--- src/rtl/glyph_pixel_pipe.sv ---
// Glyph pixel output stage: glyph ROM addressing, playfield background, aligned RGB/syncs.
// Optional macro GLYPH_TRANSPARENCY_EN: KEY_COLOR glyph pixels show the background.
module glyph_pixel_pipe #(
  parameter int          GLYPH_ADDR_WIDTH = 16,
  parameter int          ROM_LATENCY      = 1,
  parameter int          X_START          = 158,
  parameter int          TRACK_Y0         = 400,
  parameter int          TRACK_Y1         = 432,
  parameter logic [23:0] KEY_COLOR        = 24'h000000
) (
  input  logic                        clk,
  input  logic                        reset,
  input  logic                        bright,
  input  logic                        hsync,
  input  logic                        vsync,
  input  logic [9:0]                  hcount,
  input  logic [9:0]                  vcount,
  input  logic                        pix_en,
  input  logic [GLYPH_ADDR_WIDTH-1:0] glyph_addr,
  input  logic [23:0]                 bg_color,
  input  logic [23:0]                 grid_color,
  input  logic [23:0]                 track_color,
  input  logic [23:0]                 bound_color,
  output logic [GLYPH_ADDR_WIDTH-1:0] glyph_rom_addr,
  input  logic [23:0]                 glyph_rom_data,
  output logic [23:0]                 rgb,
  output logic                        hsync_out,
  output logic                        vsync_out,
  output logic                        bright_out,
  output logic [15:0]                 frame_count
);

  localparam int D = ROM_LATENCY + 1;

  localparam logic [1:0] CL_BG    = 2'd0;
  localparam logic [1:0] CL_GRID  = 2'd1;
  localparam logic [1:0] CL_TRACK = 2'd2;
  localparam logic [1:0] CL_BOUND = 2'd3;

  localparam logic [9:0] XS  = 10'(X_START);
  localparam logic [9:0] TY0 = 10'(TRACK_Y0);
  localparam logic [9:0] TY1 = 10'(TRACK_Y1);

`ifdef GLYPH_TRANSPARENCY_EN
  localparam logic TRANSP = 1'b1;
`else
  localparam logic TRANSP = 1'b0;
`endif

  // stage word: {class[1:0], pix_en, bright, hsync, vsync}
  localparam logic [5:0] STG_RST = {CL_BG, 1'b0, 1'b0, 1'b1, 1'b1};

  logic [9:0]  w_x;
  logic [1:0]  w_cls;
  logic [5:0]  w_tail;
  logic [23:0] w_bgc;
  logic        w_glyph;
  logic [23:0] w_pix;

  logic [GLYPH_ADDR_WIDTH-1:0] r_addr;
  logic [5:0]                  r_dly [0:D];
  logic [23:0]                 r_rom_q;
  logic [23:0]                 r_rgb;
  logic                        r_hs;
  logic                        r_vs;
  logic                        r_br;
  logic                        r_vs_prev;
  logic [15:0]                 r_frame_cnt;

  assign w_x = hcount - XS;

  always_comb begin
    w_cls = CL_BG;
    if (w_x == 10'd0 || w_x == 10'd639 ||
        vcount == 10'd0 || vcount == 10'd479)
      w_cls = CL_BOUND;
    else if (vcount >= TY0 && vcount < TY1)
      w_cls = CL_TRACK;
    else if (w_x[4:0] == 5'd0 || vcount[4:0] == 5'd0)
      w_cls = CL_GRID;
  end

  // stage 0 is S0; stage D lines up with the captured ROM word
  always_ff @(posedge clk or negedge reset) begin
    if (!reset) begin
      r_addr <= '0;
      for (int i = 0; i <= D; i++) r_dly[i] <= STG_RST;
      r_rom_q <= '0;
    end else begin
      if (pix_en) r_addr <= glyph_addr;
      r_dly[0] <= {w_cls, pix_en, bright, hsync, vsync};
      for (int i = 1; i <= D; i++) r_dly[i] <= r_dly[i-1];
      r_rom_q <= glyph_rom_data;
    end
  end

  assign w_tail = r_dly[D];

  always_comb begin
    w_bgc = bg_color;
    unique case (w_tail[5:4])
      CL_BOUND: w_bgc = bound_color;
      CL_TRACK: w_bgc = track_color;
      CL_GRID:  w_bgc = grid_color;
      default:  w_bgc = bg_color;
    endcase
  end

  always_comb begin
    w_glyph = w_tail[3] && !(TRANSP && r_rom_q == KEY_COLOR);
    w_pix   = w_glyph ? r_rom_q : w_bgc;
    if (!w_tail[2]) w_pix = 24'h000000;
  end

  always_ff @(posedge clk or negedge reset) begin
    if (!reset) begin
      r_rgb <= '0;
      r_br  <= 1'b0;
      r_hs  <= 1'b1;
      r_vs  <= 1'b1;
    end else begin
      r_rgb <= w_pix;
      r_br  <= w_tail[2];
      r_hs  <= w_tail[1];
      r_vs  <= w_tail[0];
    end
  end

  // a frame ends when the active-low vsync pulse releases
  always_ff @(posedge clk or negedge reset) begin
    if (!reset) begin
      r_vs_prev   <= 1'b1;
      r_frame_cnt <= '0;
    end else begin
      r_vs_prev <= vsync;
      if (!r_vs_prev && vsync) r_frame_cnt <= r_frame_cnt + 16'd1;
    end
  end

  assign glyph_rom_addr = r_addr;
  assign rgb            = r_rgb;
  assign hsync_out      = r_hs;
  assign vsync_out      = r_vs;
  assign bright_out     = r_br;
  assign frame_count    = r_frame_cnt;

endmodule

--- config.mk ---
export PLATFORM = sky130hd
export DESIGN_NAME = glyph_pixel_pipe
export DESIGN_NICKNAME = d
export VERILOG_FILES = /design/src/rtl/glyph_pixel_pipe.sv
export SDC_FILE = /design/constraint.sdc
export NUM_CORES = 1
export LEC_CHECK = 0
export BUFFER_PORTS_ARGS = -buffer_cell sky130_fd_sc_hd__buf_2
export CAP_MARGIN = 10
export CORE_MARGIN = 2
export CORE_UTILIZATION = 25
export CTS_BUF_LIST = sky130_fd_sc_hd__clkbuf_8
export CTS_CLUSTER_DIAMETER = 50
export CTS_CLUSTER_SIZE = 10
export DETAILED_ROUTE_END_ITERATION = 6
export GPL_TIMING_DRIVEN = 0
export REMOVE_ABC_BUFFERS = 1
export SLEW_MARGIN = 30
export SYNTH_ARGS = -nofsm -noshare
export SYNTH_HDL_FRONTEND = slang
export SYNTH_SLANG_ARGS = --single-unit
--- constraint.sdc ---
create_clock -name clk -period 2.8 [get_ports clk]
set_clock_uncertainty 0.05 [all_clocks]
set_input_delay 0.28 -clock clk [delete_from_list [all_inputs] [get_ports clk]]
set_output_delay 0.28 -clock clk [all_outputs]
set_load 0.02 [all_outputs]
; ---- Word-level counts from Yosys, hierarchy flattened
; Cells that the tools add are included.
[totals]
reg_bits = 102
input_bits = 162
word_cells = 37
[op_classes]
add_sub_neg = 2
n_lt_le_gt_ge = 2
eq_ne = 5
mux = 6
n_reduce_logical = 11
[ops]
columns = cell, count
row1 = one-hot mux 24 bit (3 select lines), 1
row2 = two-way mux 24 bit, 2
row3 = logical NOT 10 bit, 2
row4 = adder 16 x 1 -> 16 bit (second input constant), 1
row5 = == test 10 bit (second input constant), 1
row6 = == test 10 x 9 -> 1 bit (second input constant), 1
row7 = >= comparator 10 x 9 -> 1 bit (second input constant), 1
row8 = logical NOT 5 bit, 2
row9 = < comparator 10 x 9 -> 1 bit (second input constant), 1
row10 = subtractor 10 x 8 -> 10 bit (second input constant), 1
row11 = == test 2 bit (second input constant), 2
row12 = logical OR 1 bit, 4
row13 = two-way mux 2 bit, 2
row14 = == test 2 x 1 -> 1 bit (second input constant), 1
row15 = logical AND 1 bit, 2
row16 = logical NOT 1 bit, 1
row17 = two-way mux 1 bit, 1

; ---- Longest topological paths before layout
; Gate-level depths: netlist of run 1.
[logic_depth]
word_depth = 6
ltp_mapped = 6
depth_no_buf = 6

; ---- Worst setup path after synthesis of run 1
; OpenSTA, ideal clock, no wires.
[synth_path]
path_kind = register to register
from = register r_frame_cnt[0], in the netlist frame_count[0]
to = register r_frame_cnt[10], in the netlist frame_count[10]
arrival_time_ns = 1.496
t_required_ns = 2.620
path_slack_ns = 1.124
path_stages_with_launch = 7
path_cell_list = dfrtp_1 -> ha_1 -> nand3b_1 -> nor3_1 -> and3_1 -> nand3_1 -> xnor2_1
[synth_between]
elab_chain_len = 1
[synth_rtl]
columns = element, line
row1 = from (decl), 68  ; logic [15:0] r_frame_cnt;
row2 = from (signal assigned), 136  ; if (!r_vs_prev && vsync) r_frame_cnt <= r_frame_cnt + 16'd1;
row3 = adder 16 x 1 -> 16 bit, 136
; Every way passes these cells.
; A chain may end at the register's enable or synchronous reset.

; ---- Worst setup path in the final report of run 1
[layout_path]
from = input port vsync
to = register r_frame_cnt[15], in the netlist frame_count[15]
[layout_between]
elab_chain_len = 1
[layout_rtl]
columns = element, line
row1 = from (decl), 15  ; input logic vsync,
row2 = logical AND 1 bit, 136
; Every way passes these cells.

==> results of run 1 <==
[flip-flops by register name, summed over array words and instances, names as in the netlist]
signal / count
glyph_rom_addr: 16
hsync_out: 1
bright_out: 1
r_rom_q: 24
vsync_out: 1
frame_count: 16
r_dly: 12
rgb: 24
w_tail: 6
[Yosys cell counts, types with 4 or more instances]
cell	instances
sky130_fd_sc_hd__buf_2	6
sky130_fd_sc_hd__clkbuf_1	4
sky130_fd_sc_hd__dfrtp_1	93
sky130_fd_sc_hd__dfstp_2	8
sky130_fd_sc_hd__mux2_2	17
sky130_fd_sc_hd__mux2i_1	24
sky130_fd_sc_hd__mux4_2	24
sky130_fd_sc_hd__nand2_1	9
sky130_fd_sc_hd__nand3_1	6
sky130_fd_sc_hd__nor2_1	6
sky130_fd_sc_hd__nor2b_1	24
sky130_fd_sc_hd__nor3_1	6
sky130_fd_sc_hd__xnor2_1	13
sky130_fd_sc_hd__xor2_1	7
[cells by family after synthesis]
kind of cell | Yosys count | synth area share, %
adders and majority gates | 2 | 0.579
AOI/OAI and AO/OA | 13 | 2.43
muxes | 65 | 22.5
buffers and inverters | 15 | 1.82
xor gates and xnor gates | 20 | 4.05
and+or+nand+nor | 72 | 9.90
DFF | 101 | 58.7
[through the flow]
stage          cell area (um2)  power (mW)  std cells
2_1_floorplan             4250        2.00        274
3_3_place_gp              5630        2.30        719
3_5_place_dp              5710        2.33        722
4_1_cts                   6160        3.28        766
5_1_grt                   6160        3.40        766
6_report                  6170        3.21        767
[worst register-to-register path: cells and delay by family (launching register included)]
kind | cells | cell delay (ns)
xor+xnor | 1 | 0.14
flops | 1 | 0.38
simple gates | 4 | 1.21
[layer usage]
layer  share of wire (%)  routed length [um]
met1                  41                4900
met2                  50                5950
met3                 7.2                 856
met4                 2.1                 247
met5                   0                   0
[layout make-up]
type                       instances  area share (%)
sequential                       101            41.2
tap                              225            4.56
inverter                           1          0.0609
clock inverter                     7           0.872
clock buffer                       9            2.01
antenna                            1          0.0406
multi-input combinational        172            27.7
timing repair buffer             251            23.6
[where the power goes]
part,internal (mW),switching (mW)
Clock,0.397,0.490
Combinational,0.317,0.325
Sequential,1.58,0.0946
Total,2.30,0.909
[final timing paths]
path	cells past startpoint	to
worst max register to register	5	frame_count[15]$_DFFE_PN0P_
worst max-delay path	7	frame_count[15]$_DFFE_PN0P_
worst min register to register	0	w_tail[3]$_DFF_PN0_
worst min-delay path	2	glyph_rom_addr[13]$_DFFE_PN0P_
max in group asynchronous	3	r_dly[12]$_DFF_PN1_
min in group asynchronous	2	r_rom_q[11]$_DFF_PN0_
[timing repair]
item / 4_1_cts / 5_1_grt
gates resized for setup: 0 / 0
hold buffers: 28 / 0
endpoints found under the hold margin: 66 / 0
==> results, run 1 <==
- The flow ran to the end, and the final reports show no timing, DRC or antenna violations.
- The post-route minimum period is 1.98 ns.
- The cell with the largest stage delay on the worst path is sky130_fd_sc_hd__nor4_1.
- Setup repair after global routing left no endpoint under its margin.
- The floorplan row count is 48.
- A synthesized cell averages 15.0 um2.
- Global routing used 13.4% of the available tracks across all layers.
- Of the available clock period, the critical path in the final layout requires 70.6%.
- Yosys printed 0 warnings.
- The maximum achievable frequency is 506 MHz.
- The nature of the critical path endpoint is a flip-flop.
- The routed design has 12,000 um of wire.
- The met1 capacity usage during global routing is 15.3%.
- Setup violations remaining at the end of the flow were counted as 0.
- TritonCTS created 9 clock buffers.
- VDD sags by at most 287 uV.
- The port buffer count is 220.
- The final count of pins violating max slew is 0.
- The detailed router placed 3,350 vias in this run.
- The proportion of register bits with asynchronous set or reset after synthesis is 100%.
- The critical path contains buffers and inverters numbering 2 combined.
- Registers take 2540 um2.
- The number of nets at the end of the flow is 700.
- The horizontal die dimension is 135 um.
- After synthesis, the cell types taking the most area are sky130_fd_sc_hd__dfrtp_1 (54%), sky130_fd_sc_hd__mux4_2 (13%), sky130_fd_sc_hd__mux2i_1 (5.6%), sky130_fd_sc_hd__dfstp_2 (4.9%), sky130_fd_sc_hd__mux2_2 (4.4%).
- The startpoint identified for the worst register-to-register timing path is r_dly[12]$_DFF_PN1_.
- STA classifies the critical path startpoint as an input port.
- The synthesized netlist occupies a cell area of 4320 um2.
- The power per cell area is 520 nW/um2.
- Global routing consumed, on the met2 layer, 23.8% of the routing resources.
- The cell chosen for the clock root is sky130_fd_sc_hd__clkbuf_8.
- The path type of the worst min-delay path is in -> reg.
- The global-route met3 utilization is 3.40%.
- Among cell families on the critical path, the largest total delay comes from simple AND/OR/NAND/NOR gates.
- The initial antenna violation count is 1.
- At the end of routability-driven placement, the weighted congestion stood at 0.781.
- The delay of the slowest cell on the worst path is 0.53 ns.
- The netlist uses 45 different library cells.
- After detailed routing, the number of vias per cell comes to 4.37.
- The clock drives 101 sinks.
- The number of global-route vias before repair is 3,696.
- The effective utilization at floorplan is 25.2%.
- The signal on the critical path passes through dlygate4sd3_1 > buf_2 > nand2b_1 > nor4_1 > and4_1 > nand3_1 > xnor2_1.
- The top cell type's share of synthesized area is 53.9%.
- No sink is reached through more buffers than the 2 on the longest clock path.
- Summing the sequential cell areas from Yosys gives 58.7% of the chip area.
- The layout overhead on the synthesized area is 42.7%.
- The final hold violation count is 0.
- The most used flip-flop cell after synthesis is sky130_fd_sc_hd__dfrtp_1.
- Data on the critical path is required at its endpoint by 3.02 ns.
- The first global-routing pass estimated 18,600 um of wire.
- The total of fill cells in the finished design is 1,739.
- Clock-pin slew was measured on the worst setup and hold paths at 0.10 ns.
- The pre-CTS setup slack is 0.921 ns.
- The critical path data arrival time is 2.19 ns.
- The biggest area contributor in the post-synthesis netlist is sky130_fd_sc_hd__dfrtp_1.
- The maximum level of the CTS H-tree is 3.
- The maximum number of pins on one net before global-route repair is 57.
- The setup path with the least slack is of type in -> reg.
- The layer flagged by global routing as most heavily used is met2.
- The leakage component of the power is 3.00 nW.
- The number of flops mapped to enable cells by yosys is 0.
- The detailed router's first-iteration violation count is 60.
- The combined area of the multi-input logic cells is 1710 um2.
- The flop-to-flop setup slack is 0.93 ns.
- Leaving out fill and tap cells, the most frequent cell in the layout is sky130_fd_sc_hd__buf_2.
- Measured along the y axis, the die boundary spans 135 um.
- The number of optimization iterations in the first detailed-route pass is 4.
- After detailed routing, the average wire length per cell comes to 15.6 um.
- The worst relative slew slack is 46.6%.
- The largest fanout on the critical path is 4.
- The utilization after layout is 36.0%.
- The latest clock arrival within the worst-skew pair is 0.37 ns.
- On the final layout, the worst hold slack is 0.0793 ns.
- The library cells used most frequently in the layout, excluding fill and tap cells, are sky130_fd_sc_hd__buf_2 (219), sky130_fd_sc_hd__dfrtp_1 (90), sky130_fd_sc_hd__dlygate4sd3_1 (28).
- The placeable core region is 17,100 um2.
- The number of nets with antenna violations after detailed routing is 0.
- The cell count after synthesis came out at 288.
- For this run the aggregate overflow at the end of global routing stands at 0.
- The startpoint identified for the worst hold timing path is glyph_addr[13].
- Tracing the worst setup path back leads to its startpoint at vsync.
- The post-route DRC violation count is 0.
- At the pin with the least slew margin, the transition time is 0.801 ns.
- Across the run, the number of max-cap violations was 0.
- The fraction of layout cells with a size suffix above 1 is 53.8%.
- In this run, synthesis produced a sequential element count of 101.
- The die covers 18,400 um2.
- The least setup slack across all paths after layout is 0.824 ns.
- Detailed placement ended at an HPWL of 8990 um.
- The buffer count from post-CTS setup fixing is 0.
- The CTS tree is done.
- After routing, the total negative slack on setup checks comes to 0 ns.
- 221 I/O pins were placed.
Note: power is estimated with default switching activity, not from simulation.
==> inputs of run 2 (changes only) <==
- clock period: 2.8 -> 1.7 ns (I/O delays scaled with it)
==> run 2 against run 1 <==
Cell area rose by 3.6%. Sequential cell count did not move. Utilization rose by 1.3 points. Register-to-register slack got worse by 0.84 ns. Worst hold slack got worse by 0.031 ns. Final cell count rose by 2.3%. Combinational power rose by 74%. Non-clock buffer count rose by 18. Critical path depth fell by 2. Highest routed layer unchanged.
==> results, run 2 (same netlist as run 1, synthesis figures left out) <==
- The fraction of layout cells with a size suffix above 1 is 53.3% (was 53.8%).
- The final count of pins violating max slew was 0 (unchanged).
- The total of fill cells in the finished design is 1,716 (was 1,739).
- The number of optimization iterations in the first detailed-route pass is 4 (unchanged).
- The overall overflow remaining after global route is 0 (unchanged).
- The CTS tree is done (unchanged).
- The smallest clock period supported by the final layout is computed as 1.61 ns.
- The start point of the worst hold path was pix_en (was glyph_addr[13]).
- Derived from the worst setup path, the maximum achievable clock frequency is 620 MHz.
- The post-route DRC violation count is 0 (unchanged).
- The port buffer count was 220 (unchanged).
- The combined global-route utilization of all metal layers came to 13.6% (was 13.4%).
- The reg-to-reg endpoint is frame_count[15]$_DFFE_PN0P_ (unchanged).
- The cell area after placement is 5710 um2 (unchanged).
- The maximum vdd ir drop is 452 uV (was 287 uV).
- The final hold violation count is 0 (unchanged).
- The delay of the slowest cell on the worst path was 0.40 ns (was 0.53 ns).
- The critical path data arrival time is 1.83 ns (was 2.19 ns).
- Outcome: complete, no violations (unchanged).
- The placeable core region came to 17,100 um2 (unchanged).
- The die area was 18,400 um2 (unchanged).
- The clock slew seen by the registers of the worst setup and hold paths is 0.10 ns (about the same).
- The portion of the clock cycle consumed by the worst path in the final layout is 94.8%.
- Chain of cells forming the critical path: nand2_1 > nor4_4 > and4_4 > nand3_1 > xnor2_1 (was dlygate4sd3_1 > buf_2 > nand2b_1 > nor4_1 > and4_1 > nand3_1 > xnor2_1).
- The cell with the largest stage delay on the worst path was sky130_fd_sc_hd__dfrtp_1 (was sky130_fd_sc_hd__nor4_1).
- The worst relative slew slack is 46.9% (was 46.6%).
- The horizontal die dimension is 135 um (unchanged).
- The slew of the pin with the lowest slew margin is 0.796 ns (was 0.801 ns).
- The kind of cell with the highest combined delay on the critical path is simple AND/OR/NAND/NOR gates (unchanged).
- The number of nets with antenna violations after detailed routing is 0 (unchanged).
- The number of nets at the end of the flow is 718 (was 700).
- The number of cells on the worst reg-to-reg path is 5 (unchanged).
- The nature of the critical path endpoint is a flip-flop (unchanged).
- The die outline height is 135 um (unchanged).
- The total half-perimeter wirelength after legalization and detailed placement is 8990 um (unchanged).
- The placer congestion estimate came to 0.781 (unchanged).
- The routed via count divided by cell count was 4.34 (was 4.37).
- The cell depth of the worst hold path is 1 (was 2).
- The path type of the worst min-delay path is in -> reg (unchanged).
- The flop-to-flop setup slack is 0.09 ns (was 0.93 ns).
- The maximum level of the CTS H-tree is 3 (unchanged).
- The detailed router's first-iteration violation count was 53 (was 60).
- The finished layout cell area is 6390 um2 (was 6170 um2).
- The power per cell area is 836 nW/um2 (was 520 nW/um2).
- The effective utilization at floorplan is 25.2% (unchanged).
- The source of the worst register-to-register timing path is frame_count[4]$_DFFE_PN0P_ (was r_dly[12]$_DFF_PN1_).
- The start-to-end type of the worst setup path is reg -> reg (was in -> reg).
- The count of buffer and inverter cells on the critical path was 0 (was 2).
- The max-capacitance violation count is 0 (unchanged).
- The latest clock arrival within the worst-skew pair is 0.37 ns (about the same).
- The number of vias in the routed layout is 3,407 (was 3,350).
- The leakage component of the power is 3.10 nW (was 3.00 nW).
- The largest fanout on the critical path is 4 (unchanged).
- The most common library cell in the layout ignoring fill and taps was sky130_fd_sc_hd__buf_2 (unchanged).
- The cell chosen for the clock root was sky130_fd_sc_hd__clkbuf_8 (unchanged).
- The routed wire length per instance is 15.4 um (was 15.6 um).
- The utilization after layout is 37.3% (was 36.0%).
- The initial antenna violation count came to 1 (unchanged).
- The number of buffers between clock root and the deepest sink came to 2 (unchanged).
- The final number of setup-violating endpoints came to 0 (unchanged).
- The maximum number of pins on one net before global-route repair came to 57 (unchanged).
- The sink of the worst hold path is r_dly[15]$_DFF_PN0_ (was glyph_rom_addr[13]$_DFFE_PN0P_).
- Most frequent cells in the layout: sky130_fd_sc_hd__buf_2 (219), sky130_fd_sc_hd__dfrtp_1 (89), sky130_fd_sc_hd__dlygate4sd3_1 (44) (was sky130_fd_sc_hd__buf_2 (219), sky130_fd_sc_hd__dfrtp_1 (90), sky130_fd_sc_hd__dlygate4sd3_1 (28)).
- The count of boundary I/O pins came to 221 (unchanged).
- The clock buffer count from CTS was 9 (unchanged).
- The number of global-route vias before repair was 3,775 (was 3,696).
- The global-route wire length before repair is 18,900 um (was 18,600 um).
- The kind of launch point of the worst setup path is a flip-flop (was input port).
- The layout overhead on the synthesized area came to 47.9% (was 42.7%).
- The data required time of the worst path came to 1.92 ns (was 3.02 ns).
- Unrepaired setup endpoints after global routing: true (was false).
- The floorplan row count is 48 (unchanged).
- The total wire length after detailed routing is 12,100 um (was 12,000 um).
- The number of sinks on the clock net is 101 (unchanged).
==> run 2: area by class of cell <==
type	count	area (um2)	share of cell area [%]
Sequential cell	101	2540	39.8
Multi-Input combinational cell	172	1740	27.2
Timing Repair Buffer	269	1640	25.7
Tap cell	225	282	4.41
Clock buffer	9	124	1.94
Clock inverter	7	53.8	0.842
Inverter	1	3.75	0.0587
Antenna cell	1	2.50	0.0392
==> run 2: stage by stage <==
step	setup slack [ns]	setup TNS [ns]	hold slack, ns	cells	power [mW]
2_1_floorplan	-0.368	-8.84	-0.176	274	3.30
3_3_place_gp	-1.05	-84.12	0.229	719	3.78
3_5_place_dp	-0.179	-1.48	0.0761	722	3.83
4_1_cts	0.0339	0	0.0178	784	5.46
5_1_grt	-0.0151	-0.0241	0.0392	784	5.67
6_report	0.0883	0	0.0486	785	5.34
==> run 2: layer usage <==
metal	wire (um)	GRT usage, %	vias to the layer above
met1	4950	15.5	1656
met3	844	3.37	18
met4	248	5.56	0
li1	-	-	1578
met2	6080	24.3	155
met5	0	0	-
==> run 2: what timing repair did <==
item                                    4_1_cts  5_1_grt
buffers inserted                              2        0
gates resized for setup                       4        5
hold endpoints to repair                     88        0
hold buffers                                 44        0
endpoints found under the setup margin       26        5
pin swaps                                     0        1
==> run 2: report_power, final <==
| group | leakage [nW] | internal [mW] | switching [mW] |
|---|---|---|---|
| Sequential | 1.23 | 2.61 | 0.154 |
| Clock | 0.109 | 0.654 | 0.804 |
| Combinational | 1.75 | 0.552 | 0.570 |
| Total | 3.10 | 3.81 | 1.53 |
==> run 2: how the worst max path moves through the flow <==
stage | start | depth (start not counted) | slack [ns] | endpoint
floorplan | w_tail[5]$_DFF_PN0_ | 3 | -0.37 | rgb[0]$_DFF_PN0_
global placement | w_tail[5]$_DFF_PN0_ | 3 | -1.05 | rgb[8]$_DFF_PN0_
detailed placement | r_dly[12]$_DFF_PN1_ | 5 | -0.18 | frame_count[15]$_DFFE_PN0P_
CTS | r_dly[12]$_DFF_PN1_ | 5 | 0.03 | frame_count[15]$_DFFE_PN0P_
global route | frame_count[1]$_DFFE_PN0P_ | 6 | -0.02 | frame_count[12]$_DFFE_PN0P_
finish | frame_count[4]$_DFFE_PN0P_ | 5 | 0.09 | frame_count[15]$_DFFE_PN0P_
==> inputs of run 3 (changes only) <==
- clock period: 1.7 -> 1.6 ns (I/O delays scaled with it)
==> run 3 against run 2 <==
Critical path type unchanged. Clock power grew 6%. First-iteration DRC count shrank 3.8%. Maximum frequency grew 1.2%. Final cell count rose by 1.1%.
==> results, run 3 (same netlist as run 1, synthesis figures left out) <==
- Outcome: complete, no violations (unchanged).
- Unrepaired setup endpoints after global routing: true (unchanged).
- The flop-to-flop setup slack is 0.008 ns (was 0.09 ns).
- The start-to-end type of the worst setup path was reg -> reg (unchanged).
- Chain of cells forming the critical path: buf_12 > mux4_2 > mux2i_1 > nor2b_1 (was nand2_1 > nor4_4 > and4_4 > nand3_1 > xnor2_1).
- The worst relative slew slack came to 46.6% (was 46.9%).
- The floorplan row count came to 48 (unchanged).
- The cell area after placement came to 5710 um2 (unchanged).
- The post-route minimum period is 1.59 ns (was 1.61 ns).
- The nature of the critical path endpoint was a flip-flop (unchanged).
- The total placed cells including tap cells is 722 (unchanged).
- The number of global-route vias before repair is 3,811 (was 3,775).
- The global-route wire length before repair is 19,200 um (was 18,900 um).
- The count of boundary I/O pins was 221 (unchanged).
- The critical path data arrival time was 1.80 ns (was 1.83 ns).
- The placer congestion estimate was 0.781 (unchanged).
- The maximum number of pins on one net before global-route repair is 57 (unchanged).
- The finished layout cell area came to 6490 um2 (was 6390 um2).
- The number of nets at the end of the flow is 727 (was 718).
- The fraction of layout cells with a size suffix above 1 is 54.8% (was 53.3%).
- The initial antenna violation count was 1 (unchanged).
- The count of buffer and inverter cells on the critical path was 1 (was 0).
- The path type of the worst min-delay path is in -> reg (unchanged).
- The number of buffers between clock root and the deepest sink is 2 (unchanged).
- The data required time of the worst path is 1.81 ns (was 1.92 ns).
- The max-capacitance violation count is 0 (unchanged).
- The overall overflow remaining after global route is 0 (unchanged).
- The maximum achievable frequency is 628 MHz (was 620 MHz).
- The total net switching power is 1.65 mW (was 1.53 mW).
- The port buffer count was 220 (unchanged).
- The number of sinks on the clock net is 101 (unchanged).
- The layout overhead on the synthesized area is 50.1% (was 47.9%).
- The power per cell area is 889 nW/um2 (was 836 nW/um2).
- The total half-perimeter wirelength after legalization and detailed placement is 8990 um (unchanged).
- The sequential fraction of design power came to 50.5% (was 51.7%).
- The effective utilization at floorplan is 25.2% (unchanged).
- The least setup slack across all paths after layout was 0.00797 ns (was 0.0883 ns).
- The portion of the clock cycle consumed by the worst path in the final layout is 99.5% (was 94.8%).
- The latest clock arrival within the worst-skew pair is 0.38 ns (was 0.37 ns).
- The maximum level of the CTS H-tree is 3 (unchanged).
- The CTS tree is done (unchanged).
- The maximum vdd ir drop was 485 uV (was 452 uV).
- The pre-CTS setup slack is -0.279 ns (was -0.179 ns).
- The kind of launch point of the worst setup path is a flip-flop (unchanged).
- The clock slew seen by the registers of the worst setup and hold paths is 0.10 ns (about the same).
- The final count of pins violating max slew is 0 (unchanged).
- The power share of the clock group is 26.9% (was 27.3%).
- The routed via count divided by cell count is 4.33 (was 4.34).
- The cell chosen for the clock root is sky130_fd_sc_hd__clkbuf_8 (unchanged).
- The detailed router's first-iteration violation count is 51 (was 53).
- The delay of the slowest cell on the worst path is 0.52 ns (was 0.40 ns).
- The final standard cell count with taps included and fillers excluded was 794 (was 785).
- The leakage component of the power is 3.14 nW (was 3.10 nW).
- The combined global-route utilization of all metal layers is 13.8% (was 13.6%).
- The switching share of power is 28.6% (about the same).
- Most frequent cells in the layout: sky130_fd_sc_hd__buf_2 (219), sky130_fd_sc_hd__dfrtp_1 (90), sky130_fd_sc_hd__dlygate4sd3_1 (44) (was sky130_fd_sc_hd__buf_2 (219), sky130_fd_sc_hd__dfrtp_1 (89), sky130_fd_sc_hd__dlygate4sd3_1 (44)).
- The proportion of power drawn by combinational gates is 22.6% (was 21.0%).
- The die area is 18,400 um2 (unchanged).
- The die outline height is 135 um (unchanged).
- The post-route DRC violation count is 0 (unchanged).
- The number of vias in the routed layout is 3,440 (was 3,407).
- The horizontal die dimension came to 135 um (unchanged).
- The placeable core region came to 17,100 um2 (unchanged).
- The final total power is 5.77 mW (was 5.34 mW).
- The clock buffer count from CTS is 9 (unchanged).
- The number of optimization iterations in the first detailed-route pass was 4 (unchanged).
- The total internal power is 4.12 mW (was 3.81 mW).
- The most common library cell in the layout ignoring fill and taps is sky130_fd_sc_hd__buf_2 (unchanged).
- The final number of setup-violating endpoints was 0 (unchanged).
- The kind of cell with the highest combined delay on the critical path is multiplexers (was simple AND/OR/NAND/NOR gates).
- The number of nets with antenna violations after detailed routing is 0 (unchanged).
- The cell with the largest stage delay on the worst path is sky130_fd_sc_hd__mux4_2 (was sky130_fd_sc_hd__dfrtp_1).
- The largest fanout on the critical path is 18 (was 4).
- The routed wire length per instance is 15.5 um (was 15.4 um).
- The total wire length after detailed routing is 12,300 um (was 12,100 um).
- The final hold violation count is 0 (unchanged).
- The slew of the pin with the lowest slew margin came to 0.801 ns (was 0.796 ns).
-- run 3: worst paths after layout --
path,cells after the start,to,start
min in group asynchronous,2,r_rom_q[11]$_DFF_PN0_,reset
worst min register to register,0,w_tail[3]$_DFF_PN0_,r_dly[9]$_DFF_PN0_
worst max-delay path,4,rgb[10]$_DFF_PN0_,w_tail[5]$_DFF_PN0_
worst min-delay path,1,r_dly[15]$_DFF_PN0_,pix_en
worst max register to register,4,rgb[10]$_DFF_PN0_,w_tail[5]$_DFF_PN0_
max in group asynchronous,3,r_dly[12]$_DFF_PN1_,reset
-- run 3: cell type report --
cell class | count | area, um2
Multi-Input combinational cell | 172 | 1760
Inverter | 1 | 3.75
Timing Repair Buffer | 278 | 1720
Clock buffer | 9 | 124
Fill cell | 1711 | 10600
Sequential cell | 101 | 2540
Clock inverter | 7 | 53.8
Antenna cell | 1 | 2.50
Tap cell | 225 | 282
-- run 3: per-stage QoR --
step | util (%) | hold slack (ns) | TNS [ns]
after CTS | 37.6 | 0.00782 | -0.00879
after global placement | 32.9 | 0.219 | -96.27
after floorplan | - | -0.186 | -11.53
after detailed placement | 33.3 | 0.0661 | -4.37
after global routing | 37.9 | 0.0292 | -0.473
final | 37.9 | 0.0415 | 0
-- run 3: repair_timing --
action,CTS,global route
pin swaps,1,2
hold buffers,44,0
setup endpoints to repair,31,20
setup buffers,7,4
resized for setup,8,5
hold endpoints to repair,88,0
-- run 3: routing by layer --
metal	track usage (%)	routed length [um]	vias up
li1	-	-	1598
met1	15.7	5030	1667
met2	24.8	6200	156
met3	3.37	852	19
met4	5.56	255	0
met5	0	0	-
-- run 3: power by group through the flow --
| stage | logic (mW) | registers (mW) | clock network (mW) |
|---|---|---|---|
| 6_report | 1.31 | 2.92 | 1.55 |
| 3_5_place_dp | 1.08 | 2.99 | 0 |
| 5_1_grt | 1.41 | 2.95 | 1.76 |
| 3_3_place_gp | 1.02 | 3.00 | 0 |
| 4_1_cts | 1.31 | 2.92 | 1.66 |
| 2_1_floorplan | 0.338 | 3.17 | 0 |
